## src/rtl/clk_gen_ctrl.sv

```systemverilog
// Four-channel programmable clock-waveform generator: each channel emits a divided
// square wave, either free-running or for a programmed number of toggles.
module clk_gen_ctrl #(
   parameter  int NUM_CH = 4,
   parameter  int DIV_W  = 8,
   parameter  int CNT_W  = 8,
   localparam int CH_W   = (NUM_CH > 1) ? $clog2(NUM_CH) : 1
) (
   input  logic              clk,
   input  logic              rst,
   input  logic              cfg_we,
   input  logic [CH_W-1:0]   cfg_ch,
   input  logic [DIV_W-1:0]  cfg_half,
   input  logic [CNT_W-1:0]  cfg_toggles,
   input  logic [NUM_CH-1:0] start,
   input  logic [NUM_CH-1:0] stop,
   output logic [NUM_CH-1:0] clk_out,
   output logic [NUM_CH-1:0] busy,
   output logic [NUM_CH-1:0] done
);

   typedef enum logic {IDLE = 1'b0, RUN = 1'b1} state_t;

   state_t            r_state  [NUM_CH];
   logic [DIV_W-1:0]  r_half   [NUM_CH];
   logic [CNT_W-1:0]  r_tog    [NUM_CH];
   logic [DIV_W-1:0]  r_div    [NUM_CH];
   logic [DIV_W-1:0]  r_reload [NUM_CH];
   logic [CNT_W-1:0]  r_rem    [NUM_CH];
   logic [NUM_CH-1:0] r_clk;
   logic [NUM_CH-1:0] r_done;

   state_t            w_state_nxt  [NUM_CH];
   logic [DIV_W-1:0]  w_div_nxt    [NUM_CH];
   logic [DIV_W-1:0]  w_reload_nxt [NUM_CH];
   logic [CNT_W-1:0]  w_rem_nxt    [NUM_CH];
   logic [DIV_W-1:0]  w_act_half   [NUM_CH];
   logic [CNT_W-1:0]  w_act_tog    [NUM_CH];
   logic [DIV_W-1:0]  w_eff_m1     [NUM_CH];
   logic [NUM_CH-1:0] w_sel;
   logic [NUM_CH-1:0] w_clk_nxt;
   logic [NUM_CH-1:0] w_done_nxt;

   // r_reload latches the half-period at start so config writes during a run
   // only affect the next start; rem == 0 marks a free-running channel.
   always_comb begin
      for (int i = 0; i < NUM_CH; i++) begin
         w_sel[i]        = cfg_we && (cfg_ch == CH_W'(i));
         w_act_half[i]   = w_sel[i] ? cfg_half    : r_half[i];
         w_act_tog[i]    = w_sel[i] ? cfg_toggles : r_tog[i];
         w_eff_m1[i]     = (w_act_half[i] == '0) ? '0 : w_act_half[i] - DIV_W'(1);
         w_state_nxt[i]  = r_state[i];
         w_div_nxt[i]    = r_div[i];
         w_reload_nxt[i] = r_reload[i];
         w_rem_nxt[i]    = r_rem[i];
         w_clk_nxt[i]    = r_clk[i];
         w_done_nxt[i]   = 1'b0;
         case (r_state[i])
            IDLE: begin
               if (stop[i]) begin
                  w_clk_nxt[i] = 1'b0;
               end else if (start[i]) begin
                  w_state_nxt[i]  = RUN;
                  w_clk_nxt[i]    = 1'b0;
                  w_div_nxt[i]    = w_eff_m1[i];
                  w_reload_nxt[i] = w_eff_m1[i];
                  w_rem_nxt[i]    = w_act_tog[i];
               end
            end
            RUN: begin
               if (stop[i]) begin
                  w_state_nxt[i] = IDLE;
                  w_clk_nxt[i]   = 1'b0;
                  w_div_nxt[i]   = '0;
                  w_rem_nxt[i]   = '0;
               end else if (r_div[i] != '0) begin
                  w_div_nxt[i] = r_div[i] - DIV_W'(1);
               end else begin
                  w_clk_nxt[i] = ~r_clk[i];
                  w_div_nxt[i] = r_reload[i];
                  if (r_rem[i] != '0) begin
                     w_rem_nxt[i] = r_rem[i] - CNT_W'(1);
                     if (r_rem[i] == CNT_W'(1)) begin
                        w_state_nxt[i] = IDLE;
                        w_done_nxt[i]  = 1'b1;
                     end
                  end
               end
            end
            default: w_state_nxt[i] = IDLE;
         endcase
      end
   end

   always_ff @(posedge clk) begin
      if (rst) begin
         for (int i = 0; i < NUM_CH; i++) begin
            r_state[i]  <= IDLE;
            r_half[i]   <= DIV_W'(1);
            r_tog[i]    <= '0;
            r_div[i]    <= '0;
            r_reload[i] <= '0;
            r_rem[i]    <= '0;
         end
         r_clk  <= '0;
         r_done <= '0;
      end else begin
         for (int i = 0; i < NUM_CH; i++) begin
            r_state[i]  <= w_state_nxt[i];
            r_div[i]    <= w_div_nxt[i];
            r_reload[i] <= w_reload_nxt[i];
            r_rem[i]    <= w_rem_nxt[i];
            if (w_sel[i]) begin
               r_half[i] <= cfg_half;
               r_tog[i]  <= cfg_toggles;
            end
         end
         r_clk  <= w_clk_nxt;
         r_done <= w_done_nxt;
      end
   end

   always_comb begin
      for (int i = 0; i < NUM_CH; i++) begin
         busy[i] = (r_state[i] == RUN);
      end
   end

   assign clk_out = r_clk;
   assign done    = r_done;

endmodule

```

## config.mk

```make
export PLATFORM = sky130hd
export DESIGN_NAME = clk_gen_ctrl
export DESIGN_NICKNAME = d
export VERILOG_FILES = /design/src/rtl/clk_gen_ctrl.sv
export SDC_FILE = /design/constraint.sdc
export NUM_CORES = 1
export LEC_CHECK = 0
export ABC_AREA = 1
export BUFFER_PORTS_ARGS = -buffer_cell sky130_fd_sc_hd__buf_2
export CAP_MARGIN = 40
export CORE_ASPECT_RATIO = 1.5
export CORE_UTILIZATION = 45
export DETAILED_ROUTE_END_ITERATION = 16
export SLEW_MARGIN = 25
export SYNTH_ARGS = -nofsm -noshare
export SYNTH_HDL_FRONTEND = slang
export SYNTH_SLANG_ARGS = --single-unit
```

## constraint.sdc

```tcl
create_clock -name clk -period 3.15 [get_ports clk]
set_clock_uncertainty 0.15 [all_clocks]
set_input_delay 0.1575 -clock clk [delete_from_list [all_inputs] [get_ports clk]]
set_output_delay 0.1575 -clock clk [all_outputs]
set_load 0.005 [all_outputs]
```

-- After elaboration in Yosys (flattened, before gate mapping)
Memory sizes are Yosys's and may differ from the RTL's.
Index checks and enable logic that the tools add are counted.
- register bits after elaboration: 8
- output and inout port bits: 12
- logic and storage cells: 261
- memories kept: 6
- memory bits (writable): 164
- reductions and logical operators: 25
- bitwise logic cells: 36
- add/sub/neg operators: 12
- muxes and demuxes: 159
- equality and inequality tests: 15
- memory list (memory ; depth ; width ; rd ports ; clocked after memory_dff ; write ports ; RTL line ; source):
    r_div ; 4 ; 8 ; 4 ; 0 ; 4 ; 27 ; logic [DIV_W-1:0] r_div [NUM_CH];
    r_half ; 4 ; 8 ; 4 ; 0 ; 4 ; 25 ; logic [DIV_W-1:0] r_half [NUM_CH];
    r_reload ; 4 ; 8 ; 4 ; 0 ; 4 ; 28 ; logic [DIV_W-1:0] r_reload [NUM_CH];
    r_rem ; 4 ; 8 ; 4 ; 0 ; 4 ; 29 ; logic [CNT_W-1:0] r_rem [NUM_CH];
    r_tog ; 4 ; 8 ; 4 ; 0 ; 4 ; 26 ; logic [CNT_W-1:0] r_tog [NUM_CH];
    r_state ; 4 ; 1 ; 4 ; 0 ; 4 ; 24 ; state_t r_state [NUM_CH];
- operators with widths (cell ; number):
    2-to-1 mux 8 bit ; 80
    one-hot mux 8 bit (2 select lines) ; 8
    subtractor 8 x 1 -> 8 bit (second input constant) ; 12
    nonzero test 8 bit ; 8
    2-to-1 mux 1 bit ; 63
    == test 8 x 1 -> 1 bit (second input constant) ; 4
    logical NOT 8 bit ; 4
    != test 3 bit (second input constant) ; 8
    OR 1 bit ; 24
    OR reduction 5 bit ; 4
    one-hot mux 1 bit (2 select lines) ; 8
    NOT 1 bit ; 12
    AND reduction 2 bit ; 4
    == test 2 bit (second input constant) ; 2
    logical AND 1 bit ; 4
    == test 2 x 1 -> 1 bit (second input constant) ; 1
    logical NOT 2 bit ; 1

-- Longest topological paths before layout
Gate-level depths: netlist of the first run.
- depth after elaboration: 9
- mapped depth: 16
- mapped depth without buffers: 14

-- Worst setup path before layout of the first run
No wires, ideal clock.
- path type: register to register
- start: mem r_div[3][0]
- end: mem r_rem[3][5]
- setup time: 0.132 ns
- cell stages (with the launch flop): 12
- clock period less this slack: 1.829 ns
- path buffers: 0
- arrival: 1.546 ns
- path slack: 1.321 ns
- cell sequence: dfxtp_1 inv_1 ha_1 nand3_1 nor2_1 nor2_1 inv_1 nand3_2 inv_1 o21ai_0 nand2_1 a21oi_1
- RTL lines (element ; RTL line):
    start, declared ; 27
    end, declared ; 29

==> results.toml, run 1 <==
[sta]
fmax_mhz = 388
relSlewSlack_pct = 55.1
layout_worst_path_cycle_share_pct = 81.7
hold_viol = 0
final_period_minus_worst_setup_slack_ns = 2.57
setup_viol = 0
grt_setup_unrepaired = "no"
worst_pin_slew_ns = 0.671
setup_tns_ns = 0
drv_slew = 0

[power]
powerDensity_mw_per_mm2 = 531
p_leak_nw = 4.91
power_mw = 5.84
peakVddDrop_mv = 0.369

[detailed_routing]
routed_via_density = 5.21
drtIter0Drc = 494
drtAntennaViolNets = 0
wirelength_mm = 25.7
drtPass1Iterations = 5
drt_drc_violations_left = 0
wl_per_cell_um = 14.9
num_vias = 8980

[setup_path]
crit_chain = "inv_1 -> nor2_1 -> nand2_1 -> nand3_1 -> inv_1 -> o21ai_0 -> nor2_1"
r2r_cells = 7
r2r_slack_ns = 0.58
crit_path_end_kind = "register"
slowest_delay_ns = 0.58
slowest_stage = "dfxtp_1"
crit_type = "register to register"
start_kind = "register"
worstPathMaxFanout = 11
crit_required_ns = 3.33
crit_arrival_ns = 2.75
r2r_end = "r_rem[1][7]"
reg2reg_from = "r_state[1]"

[synth]
syn_nets = 1464
synth-edff-count = 64
synth_seq_area_share_pct = 41.1
synth_most_common_cell = "nand2_1"
syn_inst = 1407
yosysWarnings = 0
synth_common_cells = "nand2_1 (279), nor2_1 (202), inv_1 (178)"
avgSynthCellArea_um2 = 7.06
yosys_register_bits = 172
yosysTopAreaCellShare_pct = 21.8
yosys.area.top_type = "dfxtp_1"
syn_area_mm2 = 0.00994
ys_top_cells_by_area = "dfxtp_1 (22%), edfxtp_1 (19%), nand2_1 (11%)"
async_reset_ff_share_pct = 0
synth_ff_type = "dfxtp_1"
yosysUniqueCellTypes = 46

[grt]
grt_usage_pct = 24.0
antenna_found_initial = 0
grt_max_degree = 47
grt_pass1_vias = 8608
gr-total-overflow = 0
grt_first_pass_wirelength_mm = 42.4

[finish]
n_antenna_cell = 0
syn_to_final_growth_pct = 10.7
nFillCells = 2206
nNetsFinal = 1497
drive_gt1_share_pct = 7.43

[placement]
gp_congestion = 0.850
post-dp-hpwl_mm = 19.0
io_buffers = 40

[run_status]
status = "finished clean"

[clocking]
cts.repair.resized = 0
tritoncts = "yes"
clockRootBuffer = "clkbuf_16"
cts_sinks = 172
cts_setup_buffers = 0
h-tree-depth = 4
clk_path_buf_depth = 2
numCtsBuffers = 17
insertion_delay_ns = 0.44
path_clk_slew_ns = 0.07

[floorplanning]
die_area_mm2 = 0.0227
initial_utilization_pct = 45.9
io_pins = 41
die_y_um = 184
rows = 66
coreArea_mm2 = 0.0216
die_w_um = 123

[worst_hold_path]
hold_path_class = "input pin to register"
min_from = "cfg_half[6]"
hold_depth = 3
hold_end = "r_half[3][6]"

[run]
drv_cap = 0
-- metrics by stage --
stage	hold slack [ns]	setup WS [ns]	instances	utilization [%]	area (µm²)
6_report	0.0239	0.576	1725	50.9	11000
5_1_grt	0.0455	0.280	1725	50.9	11000
4_1_cts	0.0251	0.574	1725	50.9	11000
3_5_place_dp	0.303	0.587	1680	47.7	10300
3_3_place_gp	0.297	0.610	1680	47.7	10300
2_1_floorplan	0.186	1.32	1407	-	9940
-- placed cells by master, fill, tap and decap left out, types with 6 or more instances in the layout --
| master | instances |
|---|---|
| nand2_1 | 279 |
| nor2_1 | 202 |
| inv_1 | 178 |
| o21ai_0 | 140 |
| a21oi_1 | 114 |
| dfxtp_1 | 108 |
| nand3_1 | 85 |
| edfxtp_1 | 64 |
| buf_2 | 40 |
| ha_1 | 28 |
| nor3_1 | 20 |
| clkbuf_16 | 18 |
| a31oi_1 | 16 |
| dlygate4sd3_1 | 13 |
| buf_4 | 13 |
| o22ai_1 | 12 |
| o21ai_1 | 10 |
| nand4_1 | 10 |
| xor2_1 | 9 |
| nand3b_1 | 9 |
| clkinv_1 | 7 |
| a22oi_1 | 7 |
| nand2_2 | 6 |
| o211ai_1 | 6 |
-- registers in the layout, indices dropped and copies added, names as in the netlist --
| signal | count |
|---|---|
| r_tog | 32 |
| done | 4 |
| r_reload | 32 |
| r_div | 32 |
| clk_out | 4 |
| r_half | 32 |
| r_state | 4 |
| r_rem | 32 |
-- metal layers --
layer / track usage, % / up-vias / routed length, µm / share of wire, %
met4: 8.53 / 0 / 569 / 2.2
met2: 43.3 / 137 / 13300 / 52
met3: 3.63 / 35 / 689 / 2.7
met1: 28.4 / 4118 / 11100 / 43
met5: 0 / - / 0 / 0
li1: - / 4690 / - / -
-- where the power goes --
part	switching, mW	leakage (nW)	total [mW]	internal [mW]
logic	0.821	3.13	1.22	0.402
registers	0.105	1.52	2.59	2.48
clock network	0.905	0.260	2.03	1.13
total	1.83	4.91	5.84	4.01
-- how the worst max path moves through the flow --
stage	start	to	slack, ns	cells past startpoint
after floorplan	r_div[3][0]	r_rem[3][5]	1.32	11
after global placement	r_state[1]	r_rem[1][3]	0.61	7
after detailed placement	r_state[1]	r_rem[1][2]	0.59	7
after CTS	r_state[1]	r_rem[1][5]	0.57	7
after global routing	r_state[1]	r_rem[1][5]	0.28	7
final	r_state[1]	r_rem[1][7]	0.58	7
-- critical path: cells and delay by family (launching register included) --
kind	cells	cell delay (ns)
buffers and inverters	2	0.35
AOI/OAI and AO/OA	1	0.20
DFF	1	0.58
and+or+nand+nor	4	1.18
-- final cells by class --
class	instances	area, µm²	area share (%)
Inverter	186	698	6.35
Timing Repair Buffer	66	428	3.89
Multi-Input combinational cell	997	4900	44.5
Clock buffer	21	462	4.20
Tap cell	272	340	3.09
Sequential cell	172	4080	37.1
Clock inverter	11	92.6	0.842
-- cell families after synthesis --
| family | Yosys count | share of synthesized area [%] |
|---|---|---|
| buffers and inverters | 238 | 9.62 |
| DFF | 172 | 41.1 |
| adders and majority gates | 28 | 3.53 |
| and+or+nand+nor | 631 | 26.8 |
| AOI/OAI and AO/OA | 324 | 17.8 |
| xor gates and xnor gates | 14 | 1.23 |
-- timing repair --
| item | 4_1_cts | 5_1_grt |
|---|---|---|
| hold buffers | 13 | 0 |
| setup endpoints to repair | 0 | 0 |
| endpoints found under the hold margin | 11 | 0 |
Power figures use the tool's default switching activity.
==> run 2, diff against run 1 <==
==> constraint.sdc (replaced) <==
create_clock -name clk -period 2.19 [get_ports clk]
set_clock_uncertainty 0.15 [all_clocks]
set_input_delay 0.1095 -clock clk [delete_from_list [all_inputs] [get_ports clk]]
set_output_delay 0.1095 -clock clk [all_outputs]
set_load 0.005 [all_outputs]
==> results.toml, run 2 (synthesis gave the netlist of run 1 again) <==
[setup_path]
r2r_cells = 10
crit_type = "input pin to register"
r2r_slack_ns = 0.21
crit_required_ns = 2.34
worstPathMaxFanout = 8
critPathBufInv = 4
r2r_end = "r_div[3][3]"
crit_arrival_ns = 2.15
worst_path_dominant_cell_family = "buffers and inverters"
start_kind = "input pin"
slowest_delay_ns = 0.54
reg2reg_from = "r_div[3][1]"
slowest_stage = "dlygate4sd3_1"
crit_chain = "dlygate4sd3_1 -> buf_2 -> inv_1 -> nand3_1 -> nand2_1 -> ha_1 -> nand2_1 -> nor2_1 -> nand2_2 -> buf_4 -> nand3_1 -> a21oi_1"
crit_path_end_kind = "register"

[grt]
grt_max_degree = 41
antenna_found_initial = 0
grt_first_pass_wirelength_mm = 42.7
grt_usage_pct = 24.3
gr-total-overflow = 0
grt_pass1_vias = 8678

[worst_hold_path]
min_from = "cfg_half[1]"
hold_depth = 3
hold_path_class = "input pin to register"
hold_end = "r_half[1][1]"

[sta]
drv_slew = 0
layout_worst_path_cycle_share_pct = 91.3
worst_pin_slew_ns = 0.482
grt_setup_unrepaired = "no"
fin_hold_ws_ns = 0.0256
setup_viol = 0
fmax_mhz = 500
setup_tns_ns = 0
worst_slack_ns = 0.191
final_period_minus_worst_setup_slack_ns = 2.00
hold_viol = 0
relSlewSlack_pct = 67.8

[floorplanning]
die_w_um = 123
initial_utilization_pct = 45.9
rows = 66
coreArea_mm2 = 0.0216
die_area_mm2 = 0.0227
io_pins = 41
die_y_um = 184

[detailed_routing]
drtPass1Iterations = 5
drtIter0Drc = 472
drtAntennaViolNets = 0
routed_via_density = 5.16
wl_per_cell_um = 14.6
num_vias = 9208
wirelength_mm = 26.1
drt_drc_violations_left = 0

[finish]
drive_gt1_share_pct = 10.9
ff_latch_area_mm2 = 0.00408
nFillCells = 2170
multi_input_area_mm2 = 0.00490
mostFrequentLayoutCell = "nand2_1"
final_cell_mix = "nand2_1 (278), nor2_1 (202), inv_1 (175), o21ai_0 (139), a21oi_1 (114)"
syn_to_final_growth_pct = 16.4
n_antenna_cell = 0
nNetsFinal = 1557

[clocking]
numCtsBuffers = 17
clockRootBuffer = "clkbuf_16"
clk_path_buf_depth = 2
insertion_delay_ns = 0.43
path_clk_slew_ns = 0.06
cts_sinks = 172
h-tree-depth = 4
tritoncts = "yes"

[power]
powerDensity_mw_per_mm2 = 752
peakVddDrop_mv = 0.568
p_leak_nw = 5.24
power_mw = 8.69

[placement]
io_buffers = 40
gp_congestion = 0.889
post-dp-hpwl_mm = 19.5
dp_slack_ns = 0.0981

[run]
drv_cap = 0

[run_status]
status = "finished clean"
## run 2: changes by cell type in the layout (fill, tap and decap cells not counted), sizes merged
cell	previous run	this run
buf	53	102
clkbuf	21	23
clkinv	9	12
clkinvlp	4	1
dlygate4sd3	13	24
inv	183	181
## run 2: worst max path at each step
stage	start	to	slack, ns	cells past startpoint
2_1_floorplan	r_div[3][0]	r_rem[3][5]	0.36	11
6_report	cfg_half[0]	r_reload[0][6]	0.19	12
4_1_cts	r_div[0][0]	r_rem[0][7]	0.15	13
3_5_place_dp	cfg_ch[1]	r_div[2][5]	0.1	12
3_3_place_gp	cfg_ch[1]	r_reload[2][1]	0.13	12
5_1_grt	cfg_half[0]	r_reload[0][6]	0.01	12
## run 2: what timing repair did
item / in CTS / in global routing
buffers inserted: 0 / 1
endpoints found under the hold margin: 35 / 0
hold buffers: 24 / 0
endpoints found under the setup margin: 0 / 10
gates resized for setup: 0 / 6
## run 2: area by class of cell
type                    instances  area share (%)
multi-input cells             997            42.4
flip-flops and latches        172            35.3
repair buffers                126            8.05
inverters                     186            6.07
clock buffers                  23            4.51
well taps                     272            2.94
clock inverters                 9           0.703
## run 2: worst register-to-register path, stage by stage (launching register included)
cell and delay, ns:
dfxtp_1 0.30, inv_1 0.13, ha_1 0.24, nand3_1 0.09, nor2_1 0.16, buf_4 0.18, clkinvlp_4 0.19, o21ai_0 0.20
o22ai_1 0.09, nor2_1 0.11, nor2_1 0.04
## run 2: where the power goes
part	switching, mW	internal (mW)
Clock	1.28	1.80
Sequential	0.148	3.57
Combinational	1.22	0.685
## run 2: routing by layer
metal	part of all wire (%)	track usage, %
met3	2.1	3.63
met5	0	0
met4	2.7	9.59
met2	53	45.3
met1	42	27.1
## run 2: metrics by stage
stage	utilization, %	cell area (µm²)	cells
floorplan	-	9940	1407
global placement	49.4	10700	1727
detailed placement	49.5	10700	1728
CTS	53.4	11500	1784
global route	53.5	11600	1785
finish	53.5	11600	1785
==> run 3, diff against run 2 <==
==> constraint.sdc (replaced) <==
create_clock -name clk -period 2.19 [get_ports clk]
set_clock_uncertainty 0.15 [all_clocks]
set_input_delay 0.657 -clock clk [delete_from_list [all_inputs] [get_ports clk]]
set_output_delay 0.657 -clock clk [all_outputs]
set_load 0.005 [all_outputs]
==> results.toml, run 3 (synthesis gave the netlist of run 1 again) <==
[setup_path]
r2r_cells = 11
crit_path_end_kind = "register"
worstPathMaxFanout = 8
crit_arrival_ns = 2.23
cp-endpoint = "r_div[2][6]"
crit_chain = "buf_2 -> buf_4 -> nand3_1 -> buf_4 -> nand2_1 -> nand2_1 -> ha_1 -> inv_1 -> nor2_1 -> nand3_1 -> nand2_1 -> nand2_1 -> nand3_1 -> a21oi_1"
crit_top_cell = "nand2_1"
r2r_slack_ns = 0.25
r2r_end = "r_rem[0][4]"
reg2reg_from = "r_div[0][0]"
crit_required_ns = 2.36
slowest_stage = "nor2_1"
slowest_delay_ns = 0.19
start_kind = "input pin"
crit_start = "cfg_ch[1]"
crit_type = "input pin to register"

[detailed_routing]
routed_via_density = 5.12
drtAntennaViolNets = 0
drtPass1Iterations = 5
wirelength_mm = 26.1
drt_drc_violations_left = 0
wl_per_cell_um = 14.1
drtIter0Drc = 430
num_vias = 9464

[run_status]
status = "finished clean"

[clocking]
clk_path_buf_depth = 2
clockRootBuffer = "clkbuf_16"
hold_buffers = 0
path_clk_slew_ns = 0.07
tritoncts = "yes"
cts_sinks = 172
h-tree-depth = 4
numCtsBuffers = 17
insertion_delay_ns = 0.42

[power]
peakVddDrop_mv = 0.593
p_leak_nw = 5.56
power_mw = 8.79
powerDensity_mw_per_mm2 = 728

[placement]
io_buffers = 40
dp_cells = 1812
gp_congestion = 0.902
post-dp-hpwl_mm = 19.8

[finish]
mostFrequentLayoutCell = "nand2_1"
nFillCells = 2081
final_cell_mix = "nand2_1 (276), nor2_1 (197), inv_1 (176), buf_4 (145), o21ai_0 (140)"
n_antenna_cell = 0
nNetsFinal = 1621
syn_to_final_growth_pct = 21.5
fin_util_pct = 55.8
drive_gt1_share_pct = 16.9
instances_no_fill = 1849

[grt]
use_met3_pct = 2.92
grt_pass1_vias = 8767
gr-total-overflow = 0
gr-usage-met1_pct = 27.6
grt.busiest_layer = "met2"
grt_max_degree = 32
grt_usage_pct = 24.0
antenna_found_initial = 0
gr-usage-met2_pct = 44.4
grt_first_pass_wirelength_mm = 42.4

[sta]
hold_viol = 0
final_period_minus_worst_setup_slack_ns = 2.07
grt_setup_unrepaired = "yes"
fin_hold_ws_ns = 0.311
fmax_mhz = 484
relSlewSlack_pct = 65.5
drv_slew = 0
worst_pin_slew_ns = 0.515
layout_worst_path_cycle_share_pct = 94.3
setup_viol = 0

[floorplanning]
rows = 66
die_w_um = 123
initial_utilization_pct = 45.9
io_pins = 41
die_y_um = 184
coreArea_mm2 = 0.0216
die_area_mm2 = 0.0227

[worst_hold_path]
hold_path_class = "register to register"

[run]
drv_cap = 0
[run 3: changes by cell type in the layout (fill, tap and decap cells not counted), moves of 3 or more]
cell / before / now
buf_4: 60 / 145
clkbuf_16: 20 / 17
clkbuf_8: 1 / 4
clkinv_2: 5 / 2
dlygate4sd3_1: 24 / 0
nand3_1: 85 / 82
nor2_1: 202 / 197
nor2_2: 5 / 10
[run 3: metal layers]
metal | wire length (µm) | share of wire [%]
met5 | 0 | 0
met1 | 11100 | 42
met4 | 595 | 2.3
met2 | 13700 | 53
met3 | 667 | 2.6
[run 3: worst min-delay path by stage]
| stage | startpoint | end | cells past startpoint |
|---|---|---|---|
| finish | r_reload[1][5] | r_reload[1][5] | 2 |
| global route | r_reload[0][4] | r_reload[0][4] | 2 |
| CTS | r_reload[1][3] | r_reload[1][3] | 2 |
| detailed placement | r_reload[1][3] | r_reload[1][3] | 2 |
| global placement | clk_out[0] | clk_out[0] | 2 |
| floorplan | r_reload[1][5] | r_reload[1][5] | 2 |
[run 3: report_power, final]
part / internal, mW / switching, mW
Clock: 1.81 / 1.25
Sequential: 3.57 / 0.143
Combinational: 0.777 / 1.24
[run 3: cell type report]
type	instances	area [µm²]	share of cell area, %
Inverter	186	713	5.91
Clock inverter	9	111	0.922
Timing Repair Buffer	190	1380	11.4
Multi-Input combinational cell	997	4960	41.0
Tap cell	272	340	2.82
Sequential cell	172	4080	33.8
Clock buffer	23	489	4.05
[run 3: metrics by stage]
step	setup slack, ns	cell area, µm²	TNS (ns)
floorplan	-0.0650	9990	-0.742
finish	0.124	12100	0
global route	-0.0178	12100	-0.0511
global placement	-0.318	11400	-18.64
CTS	0.108	12000	0
detailed placement	-0.333	11400	-20.89
[run 3: worst max-delay path, delay by kind of cell]
| kind | cells | cell delay, ns |
|---|---|---|
| compound gates | 1 | 0.07 |
| buf+inv | 4 | 0.47 |
| simple gates | 8 | 0.84 |
| fa+ha+maj | 1 | 0.18 |
[run 3: repair_timing]
item / 4_1_cts / 5_1_grt
resized for setup: 0 / 11
endpoints found under the setup margin: 0 / 19
setup buffers: 0 / 5
